## src/rtl/pwm_capture.sv

```systemverilog
// -----------------------------------------------------------------------------
// pwm_capture
//
// Measures an incoming PWM waveform. For every complete input cycle it reports
// the period (rising edge to rising edge) and the high time (rising edge to
// falling edge), both in clk cycles, with a one-cycle valid strobe. A line with
// no edges for 2^nbits-1 cycles raises timeout and latches the line level.
//
// Ports
//   clk      system clock
//   rst      asynchronous reset, active low
//   en       measurement enable; low forces the block idle
//   in       PWM input, asynchronous to clk
//   period   clk cycles between the last two rising edges
//   high     clk cycles from a rising edge to the following falling edge
//   valid    one-cycle strobe: period/high were updated this cycle
//   timeout  no edge for 2^nbits-1 cycles; cleared by the next valid
//   level    synchronized line level captured when timeout asserts
// -----------------------------------------------------------------------------
module pwm_capture #(
    parameter int nbits = 16
) (
    input  logic             clk,
    input  logic             rst,
    input  logic             en,
    input  logic             in,
    output logic [nbits-1:0] period,
    output logic [nbits-1:0] high,
    output logic             valid,
    output logic             timeout,
    output logic             level
);

    typedef enum logic [1:0] {
        S_IDLE,
        S_ARM,
        S_HIGH,
        S_LOW
    } state_t;

    localparam logic [nbits-1:0] CNT_MAX = '1;
    localparam logic [nbits-1:0] CNT_ONE = {{(nbits-1){1'b0}}, 1'b1};

    state_t           state;
    logic             s1;
    logic             s2;
    logic             prev;
    logic [nbits-1:0] cnt;
    logic [nbits-1:0] cnt_inc;
    logic [nbits-1:0] idle_cnt;
    logic [nbits-1:0] high_tmp;
    logic             rise;
    logic             fall;

    assign rise = s2 & ~prev;
    assign fall = ~s2 & prev;

    // The measurement counter saturates rather than wrapping, so a long high
    // phase still leads to a timeout instead of a bogus short period.
    assign cnt_inc = (cnt == CNT_MAX) ? cnt : cnt + CNT_ONE;

    // Two-flop synchronizer followed by an edge-detect history flop.
    // NOTE: flops use non-blocking assignments so every stage samples the
    // pre-edge value of the one before it; blocking would collapse the chain.
    always_ff @(posedge clk or negedge rst) begin
        if (!rst) begin
            s1   <= 1'b0;
            s2   <= 1'b0;
            prev <= 1'b0;
        end else begin
            s1   <= in;
            s2   <= s1;
            prev <= s2;
        end
    end

    always_ff @(posedge clk or negedge rst) begin
        if (!rst) begin
            state    <= S_IDLE;
            cnt      <= '0;
            idle_cnt <= '0;
            high_tmp <= '0;
            period   <= '0;
            high     <= '0;
            valid    <= 1'b0;
            timeout  <= 1'b0;
            level    <= 1'b0;
        end else begin
            valid <= 1'b0;
            if (!en) begin
                // Any partial measurement is dropped; reported values hold.
                state    <= S_IDLE;
                cnt      <= '0;
                idle_cnt <= '0;
            end else begin
                case (state)
                    S_IDLE: begin
                        state    <= S_ARM;
                        idle_cnt <= '0;
                    end

                    // Waits for a clean rising edge so the first measurement
                    // never includes a partial cycle.
                    S_ARM: begin
                        if (rise) begin
                            cnt   <= CNT_ONE;
                            state <= S_HIGH;
                        end else if (idle_cnt == CNT_MAX) begin
                            timeout  <= 1'b1;
                            level    <= s2;
                            idle_cnt <= '0;
                        end else begin
                            idle_cnt <= idle_cnt + CNT_ONE;
                        end
                    end

                    // cnt keeps running through HIGH and LOW so that at the
                    // closing rise it holds the full period.
                    S_HIGH: begin
                        if (fall) begin
                            high_tmp <= cnt;
                            cnt      <= cnt_inc;
                            state    <= S_LOW;
                        end else if (cnt == CNT_MAX) begin
                            timeout  <= 1'b1;
                            level    <= s2;
                            idle_cnt <= '0;
                            state    <= S_ARM;
                        end else begin
                            cnt <= cnt_inc;
                        end
                    end

                    S_LOW: begin
                        if (rise) begin
                            period  <= cnt;
                            high    <= high_tmp;
                            valid   <= 1'b1;
                            timeout <= 1'b0;
                            cnt     <= CNT_ONE;
                            state   <= S_HIGH;
                        end else if (cnt == CNT_MAX) begin
                            timeout  <= 1'b1;
                            level    <= s2;
                            idle_cnt <= '0;
                            state    <= S_ARM;
                        end else begin
                            cnt <= cnt_inc;
                        end
                    end

                    default: state <= S_IDLE;
                endcase
            end
        end
    end

endmodule
```

## config.mk

```make
export PLATFORM = sky130hd
export DESIGN_NAME = pwm_capture
export DESIGN_NICKNAME = d
export VERILOG_FILES = /design/src/rtl/pwm_capture.sv
export SDC_FILE = /design/constraint.sdc
export NUM_CORES = 1
export LEC_CHECK = 0
export CAP_MARGIN = 20
export CELL_PAD_IN_SITES_DETAIL_PLACEMENT = 0
export CELL_PAD_IN_SITES_GLOBAL_PLACEMENT = 1
export CORE_UTILIZATION = 45
export CTS_CLUSTER_SIZE = 25
export DETAILED_ROUTE_END_ITERATION = 8
export PLACE_DENSITY_LB_ADDON = 0.25
export SETUP_SLACK_MARGIN = 0.05
export SLEW_MARGIN = 25
export SYNTH_ARGS = -nofsm -noshare
export SYNTH_HDL_FRONTEND = slang
export SYNTH_SLANG_ARGS = --single-unit
```

## constraint.sdc

```tcl
create_clock -name clk -period 2.8 [get_ports clk]
set_clock_uncertainty 0.05 [all_clocks]
set_input_delay 0.56 -clock clk [delete_from_list [all_inputs] [get_ports clk]]
set_output_delay 0.56 -clock clk [all_outputs]
set_load 0.1 [all_outputs]
```

# Word-level counts from Yosys, hierarchy flattened
# Index checks and enable logic that the tools add are counted.
# totals
inputBits	4
latch_bits	0
elab_cells	75
out_inout_bits	35
n_memories	0
ram_bits	0
romBits	0
ff_bits	88
# classes
shift	0
n_mux	35
n_div	0
bitwise_logic	4
eq_ne	14
mul	0
n_addsub	2
reduce_logical	8
magnitude_cmp	0
# op_table
cell	count
$mux W16	12
$pmux W16 S4	1
$pmux W16 S3	1
$add A16 B1 Y16 const B	2
$eq A16 B16 Y1 const B	2
$mux W1	13
$ne A3 B3 Y1 const B	4
$mux W2	5
$reduce_and A3 Y1	3
$ne A2 B2 Y1 const B	4
$pmux W2 S4	1
$pmux W1 S3	2
$reduce_and A6 Y1	1
$reduce_and A5 Y1	1
$eq A2 B2 Y1 const B	2
$ne A4 B1 Y1 const B	1
$reduce_bool A3 Y1	1
$and A1 B1 Y1	2
$eq A2 B1 Y1 const B	1
$logic_not A2 Y1	1
$not A1 Y1	2
$reduce_and A2 Y1	1

# Longest topological paths before layout
# depth
ltp_word	6
ltp_mapped	7
mapped_depth_nobuf	6

# Least setup slack after synthesis
# OpenSTA, ideal clock, no wires.
# synth_path
path_kind	input-to-reg
start	input port en
end	register level
stages	6
slack_ns	0.635
required_ns	2.622
n_path_buf	1
t_arrival_ns	1.987
path_cell_list	clkbuf_1 nand3b_1 a21oi_1 nand3_1 nand2_1 mux2_1
# synth_between
elab_chain_cells	1
# synth_lines
item	line	text
start: declaration	25	input logic en,
$reduce_and A6 Y1 (no line)	--	
end signal: assignment	87	level <= 1'b0;
end signal: assignment	110	level <= s2;
end signal: assignment	126	level <= s2;
end: declaration	31	output logic level
# No other way between the ends.
# A chain may end at the register's enable or synchronous reset.

# Worst setup path after layout
# layout_path
start	register idle_cnt[0]
end	register level
# layout_between
elab_chain_cells	3
# layout_lines
item	line	text
start: declaration	50	logic [nbits-1:0] idle_cnt;
start signal: assignment	113	idle_cnt <= idle_cnt + CNT_ONE;
$eq A16 B16 Y1	108	end else if (idle_cnt == CNT_MAX) begin
$ne A2 B2 Y1 (no line)	--	
$reduce_and A6 Y1 (no line)	--	
end signal: assignment	110	
end signal: assignment	126	
end signal: assignment	144	level <= s2;
# No other way between the ends.

==> summary.txt <==
Layout
  • Area overhead of the layout relative to synthesis: 16.89%
  • Final layout net count: 387
  • Most common cell after layout, fill and taps aside: dfrtp_1
  • Diode count: 0
  • Sequential Area: 2202 um^2
  • Most used cells in the layout excluding fill and tap cells: dfrtp_1, mux2_2, buf_4, nand2_1, nand3_1
  • Share of layout cells above drive strength 1: 30.57%
  • Total area of multi-input combinational cells: 1653 um^2
  • Final-layout fill cell count: 704
  • Final non-filler cell total: 491

Placement
  • Total instance count after detailed placement: 475
  • Detailed Place HPWL: 5263 um
  • Final Wtd Congestion: 0.7888
  • Count of port buffers added during placement: 38

Hold path
  • Type of the worst min-delay path: in2async

Timing
  • Peak clock frequency supported by timing: 456.4 MHz
  • Setup-violating endpoint count in the final report: 0
  • Crit path time final: 2191 ps
  • Max transition margin: 51.39%
  • Part of the cycle the worst path needs: 78.25%
  • Count of final max-slew check failures: 0
  • Final Hold Violating Endpoints: 0
  • Final TNS setup: 0 ps
  • RSZ-0062 raised after global routing: no
  • Measured slew at the worst slew-check pin: 722.5 ps

Global route
  • Grt peak-use layer: met2
  • Maximum number of pins on one net before global-route repair: 48
  • Met3 routing resource usage after global routing: 3.509%
  • Global-route wire length before repair: 13050 um
  • Via count of the first global-routing pass: 2654
  • GRT Total Usage: 18.77%
  • Antenna violations before repair: 0
  • Met2 usage in global routing: 29.23%
  • Sum of overflow across all layers after global routing: 0
  • Global Route met1 Usage: 25.96%

CTS
  • # Post-CTS Setup Buffers: 0
  • Clock tree root buffer cell: clkbuf_8
  • Clock slew at the register clock pins of the worst setup and hold paths: 90 ps
  • Resized Gates After CTS: 0
  • Clock latency at the later pin of the worst-skew pair: 350 ps
  • CTS buffer count: 9
  • # H-tree levels: 3
  • Hold buffer count at cts: 0
  • Clock tree from TritonCTS: built
  • Max clock buf depth: 2
  • Number of clock sinks seen by CTS: 88

Die
  • Top-level I/O count: 39
  • Initial cell density of the core: 47.13%
  • Die extent in x: 95.23 um
  • Vertical extent of the die: 95.23 um
  • Die outline area: 9069 um^2
  • Core area: 8299 um^2
  • Number of core rows: 33

Worst setup path
  • Worst setup slack for register-to-register paths: 610 ps
  • Worst-path fanout max: 7
  • Delay contributed by the slowest stage of the critical path: 570 ps
  • WS Path Type: reg2reg
  • CP required: 2980 ps
  • Arr. time, crit path: 2370 ps
  • Startpoint of the worst register-to-register path: idle_cnt[0]
  • Max stage delay cell, worst path: nor4_2
  • Ordered cell list for the critical path: ha_1 > nand2_1 > nor4_2 > nand3_1 > nand2_1 > mux2_1
  • Kind of end point of the critical path: flop
  • Most numerous cell on the critical path: nand2_1
  • Number of cells on the worst reg-to-reg path: 6
  • Sort of element at the start of the critical path: flop
  • R2R Path End: level

Yosys
  • Mean post-synth cell area: 11.71 um^2
  • Number of warnings printed during yosys synthesis: 0
  • Post-synthesis instance area: 3911 um^2
  • Number of register bits inferred by synthesis: 88
  • Number of instances in the synthesized netlist: 334
  • Library cells used by synthesis: 49
  • Register area share after synthesis: 56.30%
  • Net count of the mapped netlist: 340

Detailed routing
  • 1st-pass router iterations: 4
  • Detail-routed net length per standard cell: 15.28 um
  • Detailed-route via count: 2743
  • Via density per instance: 5.587
  • Routed Wire Length: 7504 um
  • DRT antenna net count: 0
  • First DRT Iteration DRCs: 89
  • Drc violations: 0

Job
  • Max-cap violation count: 0

Power and ir drop
  • Leak Pwr: 0.002135 uW
  • Pwr Density: 497.7 nW/um^2
  • Maximum resistive drop on vdd: 0.2961 mV

Outcome
  • Result of the run: finished clean
## sequential cells by signal, summed over array words and instances, names as in the netlist
name	cells
cnt	16
high	16
high_tmp	16
idle_cnt	16
period	16
state	2
level	1
prev	1
s1	1
s2	1
timeout	1
valid	1
## per-stage QoR
stage / util, % / worst slack [ps] / power [uW] / area [um^2] / hold slack [ps]
after floorplan: - / 634.9 / 1360 / 3911 / 214.4
after global placement: 52.59 / 507.8 / 1414 / 4364 / 283.2
after detailed placement: 52.59 / 442.4 / 1414 / 4364 / 305.7
after CTS: 55.09 / 588.3 / 2303 / 4572 / 155.7
after global routing: 55.09 / 340.9 / 2374 / 4572 / 186.7
final: 55.09 / 608.9 / 2275 / 4572 / 145.8
## cell families after synthesis
kind of cell	count (synthesis)	share of synthesized area (%)
AO/OA/AOI/OAI	45	7.134
XOR/XNOR	10	2.239
adder cells (fa/ha/maj)	2	0.6397
buffers and inverters	13	1.631
flip-flops	88	56.30
multiplexers	50	14.36
AND/OR/NAND/NOR	126	17.69
## cell usage after synthesis, drive strengths merged
master,instances,share of area (%)
a2111oi,1,0.38
o21ai,20,2.7
nor2b,1,0.16
a21o,1,0.19
dfrtp,88,56
mux2i,1,0.26
nand3b,3,0.58
o21bai,1,0.19
ha,2,0.64
nor4b,2,0.45
nor2,20,2.0
nor3,6,0.77
o31a,1,0.22
xnor2,9,2.0
nor4,6,1.5
a211oi,1,0.19
inv,2,0.19
a41oi,1,0.22
and4,2,0.45
or3,6,0.96
mux2,49,14
or2,1,0.16
xor2,1,0.22
and3b,1,0.22
o41ai,1,0.22
and2,1,0.16
o31ai,1,0.19
clkbuf,4,0.38
nand3,27,3.8
and3,4,0.64
nand2,29,2.8
a21oi,7,0.90
buf,7,1.1
nand2b,2,0.32
or4,1,0.29
nor3b,3,0.58
o2111a,1,0.29
a31oi,8,1.3
nand4,11,1.9
o211ai,1,0.19
## worst max path at each step
stage	endpoint	depth (start not counted)	startpoint	slack, ps
after floorplan	level	6	en	630
after global placement	high[5]	5	en	510
after detailed placement	high[7]	5	en	440
after CTS	level	6	idle_cnt[0]	590
after global routing	level	6	idle_cnt[0]	340
final	level	6	idle_cnt[0]	610
## routing by layer
metal	share of wire, %	wire, um
met1	48	3605
met2	47	3504
met3	3.7	276
met4	1.6	117
met5	0	0
## worst max-delay path: cells and delay by family, from the launching register on
| kind | cells | cell delay [ps] |
|---|---|---|
| mux | 1 | 320 |
| flops | 1 | 440 |
| simple gates | 4 | 990 |
| fa+ha+maj | 1 | 270 |
## cell type report
class | instances | area share (%)
inverters | 2 | 0.1642
flip-flops and latches | 88 | 48.17
well taps | 105 | 2.874
clock inverters | 4 | 1.149
multi-input cells | 233 | 36.15
repair buffers | 47 | 8.101
clock buffers | 12 | 3.394
## where the power goes
part	switching, uW	internal (uW)
Clock	427	462
Combinational	69.3	26.4
Sequential	12.2	1280
Total	508	1770
Note: power is estimated with default switching activity, not from simulation.
